$ cat src/rtl/bb_dig_pkg.sv
// bb_dig_pkg: shared types and constants for the binary-to-BCD converter
// and its optional 7-segment decoder (BB_DIG_SEG7_EN).
package bb_dig_pkg;

  typedef logic [3:0] bcd_digit_t;
  typedef logic [6:0] seg_t;        // {g,f,e,d,c,b,a}, active high

  // Converted result: tens digit is a single bit since the input tops out at 15
  typedef struct packed {
    logic       tens;
    bcd_digit_t units;
  } bcd_res_t;

  localparam bcd_digit_t BCD_TEN   = 4'd10;
  localparam seg_t       SEG_BLANK = 7'b0000000;
  localparam seg_t       SEG_ONE   = 7'b0000110;

  localparam seg_t SEG_GLYPH [0:9] = '{
    7'b0111111,  // 0
    7'b0000110,  // 1
    7'b1011011,  // 2
    7'b1001111,  // 3
    7'b1100110,  // 4
    7'b1101101,  // 5
    7'b1111101,  // 6
    7'b0000111,  // 7
    7'b1111111,  // 8
    7'b1101111   // 9
  };

endpackage

$ cat src/rtl/bb_dig_seg7.sv
// bb_dig_seg7: combinational BCD digit to 7-segment decoder with blanking.
// Codes above 9 cannot come out of the converter; they decode to blank.
module bb_dig_seg7
  import bb_dig_pkg::*;
(
  input  bcd_digit_t digit,
  input  logic       blank,
  output seg_t       seg
);

  // Glyph lookup, forced blank on request or out-of-range digit
  always_comb begin
    seg = SEG_BLANK;
    if (!blank && (digit <= 4'd9))
      seg = SEG_GLYPH[digit];
  end

endmodule

$ cat src/rtl/bb_dig.sv
// bb_dig: registered 4-bit binary to 2-digit BCD converter, 1-cycle latency.
// Outputs load only on in_valid edges and hold otherwise; out_valid is a
// one-cycle strobe per accepted input.
// Optional: define BB_DIG_SEG7_EN to add registered 7-segment outputs
// seg_tens / seg_units (tens digit leading-zero suppressed).
module bb_dig
  import bb_dig_pkg::*;
(
  input  logic       clk,
  input  logic       rst_n,
  input  logic       in_valid,
  input  logic       A3,
  input  logic       A2,
  input  logic       A1,
  input  logic       A0,
  output logic       out_valid,
  output logic       B4,
  output logic       B3,
  output logic       B2,
  output logic       B1,
  output logic       B0
`ifdef BB_DIG_SEG7_EN
  ,
  output logic [6:0] seg_tens,
  output logic [6:0] seg_units
`endif
);

  logic [3:0] a;
  bcd_res_t   nxt;
  bcd_res_t   res;

  assign a = {A3, A2, A1, A0};

  // Compare/subtract conversion; result only reaches the register when
  // in_valid is high, so X on A while idle never lands in state
  always_comb begin
    nxt       = '0;
    nxt.tens  = (a >= BCD_TEN);
    nxt.units = nxt.tens ? (a - BCD_TEN) : a;
  end

  // Result register with load enable, valid strobe follows in_valid
  always_ff @(posedge clk or negedge rst_n) begin
    if (!rst_n) begin
      res       <= '0;
      out_valid <= 1'b0;
    end else begin
      out_valid <= in_valid;
      if (in_valid)
        res <= nxt;
    end
  end

  assign B4 = res.tens;
  assign {B3, B2, B1, B0} = res.units;

`ifdef BB_DIG_SEG7_EN
  seg_t seg_tens_nxt;
  seg_t seg_units_nxt;

  // Tens digit is 0 or 1; blanking on 0 suppresses the leading zero
  bb_dig_seg7 u_seg_tens (
    .digit ({3'b000, nxt.tens}),
    .blank (!nxt.tens),
    .seg   (seg_tens_nxt)
  );

  bb_dig_seg7 u_seg_units (
    .digit (nxt.units),
    .blank (1'b0),
    .seg   (seg_units_nxt)
  );

  // Segment registers load alongside the BCD result
  always_ff @(posedge clk or negedge rst_n) begin
    if (!rst_n) begin
      seg_tens  <= SEG_BLANK;
      seg_units <= SEG_BLANK;
    end else if (in_valid) begin
      seg_tens  <= seg_tens_nxt;
      seg_units <= seg_units_nxt;
    end
  end
`endif

endmodule

$ cat config.mk
export PLATFORM = sky130hd
export DESIGN_NAME = bb_dig
export DESIGN_NICKNAME = d
export VERILOG_FILES = /design/src/rtl/bb_dig_pkg.sv /design/src/rtl/bb_dig_seg7.sv /design/src/rtl/bb_dig.sv
export SDC_FILE = /design/constraint.sdc
export NUM_CORES = 1
export LEC_CHECK = 0
export CAP_MARGIN = 0
export CORE_AREA = 3 3 40 42
export DETAILED_ROUTE_END_ITERATION = 10
export DIE_AREA = 0 0 43 45
export SETUP_SLACK_MARGIN = 0.5
export SLEW_MARGIN = 20
export SYNTH_ARGS = -nofsm -noshare
export SYNTH_HDL_FRONTEND = slang
export SYNTH_HIERARCHICAL = 1
export SYNTH_SLANG_ARGS = --single-unit
$ cat constraint.sdc
create_clock -name clk -period 1.1 [get_ports clk]
set_clock_uncertainty 0.2 [all_clocks]
set_input_delay 0.22 -clock clk [delete_from_list [all_inputs] [get_ports clk]]
set_output_delay 0.22 -clock clk [all_outputs]
set_load 0.02 [all_outputs]
# Word-level counts from Yosys, hierarchy flattened
# Cells that the tools add are included.
# classes
n_addsub	1
n_lt_le_gt_ge	1
mux	1
# op_table
op	n
$ge 4x4->1 const B	1
$mux 4	1
$sub 4x4->4 const B	1
# totals
regBits	6
input_bits	7
out_inout_bits	6

# Logic depth before layout (Yosys ltp)
# Gate-level depths: netlist of the first run.
# depth
depth_word	2
ltp_mapped	4
ltp_nobuf	4

# Worst setup path after synthesis of the first run
# OpenSTA, ideal clock, no wires.
# synth_path
kind	input -> register
start	input port A1
end	register res, in the netlist B2
setup_time_ps	80
arrival_time_ps	770
path_slack_ps	50
stages	4
n_path_buf	0
cell_sequence	inv_1 -> ha_1 -> a21bo_1 -> o22ai_2
# synth_via
elab_chain_len	2
# synth_rtl
item	line_no	text
start, declared	bb_dig.sv:14	input logic A1,
$sub 4x4->4 / $ge 4x4->1 (equally long branches)	bb_dig.sv:40, bb_dig.sv:39	
$mux 4 (*)	bb_dig.sv:40	nxt.units = nxt.tens ? (a - BCD_TEN) : a;
end signal, assigned	bb_dig.sv:51	res <= nxt;
end, declared	bb_dig.sv:31	bcd_res_t res;
# Every way passes the cells marked *; elsewhere a longest branch is shown, timed or not.
# A chain may end at the register's enable or synchronous reset.

# Worst setup path in the final report of the first run
# layout_path
start	register res, in the netlist B1
end	output port B1
# layout_lines
item	line_no	text
end, declared	bb_dig.sv:20	output logic B1,
# No word-level cell between the ends.

==> results of run 1 <==
-- worst paths after layout --
kind                                      from                  end
worst max-delay path            B1$_DFFE_PN0P_                   B1
worst min-delay path                     rst_n       B3$_DFFE_PN0P_
worst max register to register  B0$_DFFE_PN0P_       B0$_DFFE_PN0P_
worst min register to register  B3$_DFFE_PN0P_       B3$_DFFE_PN0P_
max in group asynchronous                rst_n       B0$_DFFE_PN0P_
min in group clk                      in_valid  out_valid$_DFF_PN0_
-- metrics by stage --
| step | instances | setup slack (ps) | power [W] |
|---|---|---|---|
| final | 63 | -114 | 0.000694 |
| after global routing | 63 | -138 | 0.000743 |
| after CTS | 59 | -121 | 0.000676 |
| after detailed placement | 55 | -574 | 0.000429 |
| after global placement | 55 | -553 | 0.000425 |
| after floorplan | 26 | 77.8 | 0.000339 |
-- routing by layer --
layer  share of wire [%]  track usage [%]
met1                  40             9.34
met2                  46             12.9
met3                  11             2.39
met4                 3.4             10.8
met5                   0                0
-- cell usage after synthesis --
library cell  n
dfrtp_1       6
inv_1         5
nor2_1        2
o22ai_1       2
a21bo_1       1
a21oi_1       1
a31oi_1       1
buf_6         1
ha_1          1
mux2_4        1
nand2_1       1
nand2b_1      1
nand3b_1      1
o21ba_2       1
o22ai_2       1
-- placed cells by master (no fill, tap or decap) --
master and instances:
inv_6 1, nand2_1 1, inv_2 2, a31oi_1 1, mux2_4 1, ha_4 1
a21oi_2 1, clkdlybuf4s50_1 1, buf_6 9, dfrtp_2 5, buf_2 1, dfrtp_1 1
nand2b_1 1, nand3b_1 1, nor2_4 1, dlygate4sd2_1 2, clkbuf_4 3, buf_4 4
nor2_1 1, o21ba_4 1, clkbuf_1 1, inv_12 1, a21bo_1 1, buf_8 1
buf_12 1, o22ai_2 1, o22ai_1 2, inv_1 1
-- power breakdown --
group	switching (W)	leakage [nW]	internal [W]	total (W)
combinational	0.0000868	0.179	0.000124	0.000210
clock	0.0000850	0.0150	0.000138	0.000223
sequential	0.0000155	0.0671	0.000245	0.000261
total	0.000187	0.262	0.000507	0.000694
-- cell families (layout without fill, tap and decap cells) --
family,count (synthesis),in the layout,synth area share (%)
adders and majority gates,1,1,4.33
buffers and inverters,6,28,10.4
AOI/OAI and AO/OA,7,7,19.5
DFF,6,6,51.9
and+or+nand+nor,5,5,8.66
muxes,1,1,5.19
-- state kept, by name, indices dropped and copies added, names as in the netlist --
signal and flops:
B2 1, B3 1, B1 1, B0 1, out_valid 1, B4 1
-- final cells by class --
cell class,instances,area [µm²]
Multi-Input combinational cell,14,139
Inverter,5,36.3
Fill cell,121,709
Tap cell,15,18.8
Timing Repair Buffer,19,199
Clock buffer,4,26.3
Sequential cell,6,156
-- what timing repair did --
action                                  CTS  global route
buffers inserted                          0             4
pin swaps                                 3             1
resized for setup                        61             5
endpoints found under the setup margin   18            11
hold endpoints to repair                  6             6
==> run_summary.xml, run 1 <==
<?xml version="1.0" encoding="UTF-8"?>
<metrics>
  <group name="run_status">
    <metric name="outcome" unit="">finished, violations left</metric>
    <metric name="failed_checks" unit="">hold timing, setup timing</metric>
  </group>
  <group name="critical_path">
    <metric name="worst_setup_path_end_kind" unit="">output port</metric>
    <metric name="r2r_slack" unit="ps">10</metric>
    <metric name="worst_path_largest_cell_delay" unit="ps">410</metric>
    <metric name="path_cells" unit="">buf_6</metric>
    <metric name="critical_path_arrival" unit="ps">790</metric>
    <metric name="critPathLaunchType" unit="">flip-flop</metric>
    <metric name="path_max_fanout" unit="">2</metric>
    <metric name="cp.buffers_inverters" unit="">1</metric>
    <metric name="cp.required" unit="ps">680</metric>
    <metric name="path_depth" unit="">1</metric>
    <metric name="reg2regPathDepth" unit="">2</metric>
    <metric name="slowest_stage" unit="">dfrtp_2</metric>
    <metric name="path_delay_family" unit="">flip-flops</metric>
    <metric name="worstSetupPathType" unit="">reg -&gt; out</metric>
  </group>
  <group name="route">
    <metric name="routed_wl" unit="µm">643</metric>
    <metric name="drtAntennaViolNets" unit="">0</metric>
    <metric name="drc" unit="">0</metric>
    <metric name="wl_per_cell" unit="µm">10.2</metric>
    <metric name="viasPerCell" unit="">4.19</metric>
    <metric name="vias" unit="">264</metric>
    <metric name="drtIter0Drc" unit="">2</metric>
    <metric name="drt_first_pass_iters" unit="">2</metric>
  </group>
  <group name="die">
    <metric name="die_height" unit="µm">45</metric>
    <metric name="starting_density_of_the_core" unit="%">22.5</metric>
    <metric name="design.die.area" unit="µm²">1940</metric>
    <metric name="row_count" unit="">13</metric>
    <metric name="ios" unit="">13</metric>
    <metric name="die_x" unit="µm">43</metric>
    <metric name="core_region_area" unit="µm²">1280</metric>
  </group>
  <group name="clock_tree">
    <metric name="worstSkewPairLatency" unit="ps">240</metric>
    <metric name="cts_buffers" unit="">3</metric>
    <metric name="cts_max_path_buffers" unit="">2</metric>
    <metric name="tritoncts" unit="">done</metric>
    <metric name="ctsRootBufferMaster" unit="">clkbuf_4</metric>
    <metric name="numClockSinks" unit="">6</metric>
    <metric name="worst_setup_hold_path_clk_slew" unit="ps">50</metric>
    <metric name="htree_levels" unit="">1</metric>
  </group>
  <group name="placed_design">
    <metric name="gp_routability_congestion" unit="">0.713</metric>
    <metric name="port_buffers" unit="">12</metric>
    <metric name="dpl.hpwl" unit="µm">506</metric>
    <metric name="detailed_place.area" unit="µm²">482</metric>
  </group>
  <group name="sta">
    <metric name="finalSetupViolCount" unit="">6</metric>
    <metric name="achievable-frequency" unit="MHz">824</metric>
    <metric name="tightest_slew" unit="ps">258</metric>
    <metric name="final_cycle_utilization_of_the_critical_path" unit="%">110</metric>
    <metric name="tns" unit="ps">-577</metric>
    <metric name="final_hold_viol_count" unit="">6</metric>
    <metric name="hold_slack" unit="ps">-263</metric>
    <metric name="setup_repair_after_global_routing_missed_its_margin" unit="">yes</metric>
    <metric name="max_slew_margin" unit="%">82.8</metric>
    <metric name="final_max_slew_violation_count" unit="">0</metric>
    <metric name="final_period_minus_worst_setup_slack" unit="ps">1210</metric>
    <metric name="final_critical_path_setup_slack" unit="ps">-114</metric>
  </group>
  <group name="global_routing">
    <metric name="number_of_global_route_vias_before_repair" unit="">268</metric>
    <metric name="maximum_number_of_pins_on_one_net_before_global_route_repair" unit="">8</metric>
    <metric name="globalRoute.totalOverflow" unit="">0</metric>
    <metric name="grt_first_pass_wirelength" unit="mm">1.16</metric>
    <metric name="grt_antenna_before_repair" unit="">0</metric>
    <metric name="grtUsageTotal" unit="%">8.80</metric>
  </group>
  <group name="logic_synthesis">
    <metric name="synth.top_cell.area_share" unit="%">51.9</metric>
    <metric name="synth_cell_type_count" unit="">15</metric>
    <metric name="synthCells" unit="">26</metric>
    <metric name="post_synth_instance_area" unit="µm²">289</metric>
    <metric name="sequential_fraction_of_the_synthesis_area" unit="%">51.9</metric>
    <metric name="post_synth_main_area_contributors" unit="">dfrtp_1 (52%), inv_1 (6.5%), mux2_4 (5.2%), ha_1 (4.3%), o22ai_1 (4.3%)</metric>
    <metric name="synth.net_count" unit="">34</metric>
    <metric name="ys_seq_elements" unit="">6</metric>
    <metric name="synth_top_cell_by_area" unit="">dfrtp_1</metric>
    <metric name="ys_warn_count" unit="">6</metric>
    <metric name="syn_area_per_cell" unit="µm²">11.1</metric>
  </group>
  <group name="layout">
    <metric name="design_area" unit="µm²">576</metric>
    <metric name="num-nets-final" unit="">57</metric>
    <metric name="synthToLayoutAreaGrowth" unit="%">99.1</metric>
    <metric name="antennaDiodeCount" unit="">0</metric>
    <metric name="drive_above_1_share" unit="%">70.8</metric>
    <metric name="final_util" unit="%">44.8</metric>
  </group>
  <group name="hold_path">
    <metric name="hold_class" unit="">in -&gt; async</metric>
  </group>
  <group name="pwr">
    <metric name="vdd_drop_max" unit="mV">0.294</metric>
    <metric name="p_per_area" unit="nW/µm²">1210</metric>
    <metric name="power_leakage" unit="nW">0.262</metric>
  </group>
  <group name="run">
    <metric name="drv.max_cap_violation_count" unit="">0</metric>
  </group>
</metrics>
No activity file was read; power rests on OpenSTA's default activity.
==> run 2: changes to the inputs <==
--- a/config.mk
+++ b/config.mk
@@ -10,7 +10,6 @@
 export DETAILED_ROUTE_END_ITERATION = 10
 export DIE_AREA = 0 0 43 45
 export SETUP_SLACK_MARGIN = 0.5
-export SLEW_MARGIN = 20
 export SYNTH_ARGS = -nofsm -noshare
 export SYNTH_HDL_FRONTEND = slang
 export SYNTH_HIERARCHICAL = 1
==> results of run 2 <==
The final DEF is identical to that of run 1; final timing and power are the same.
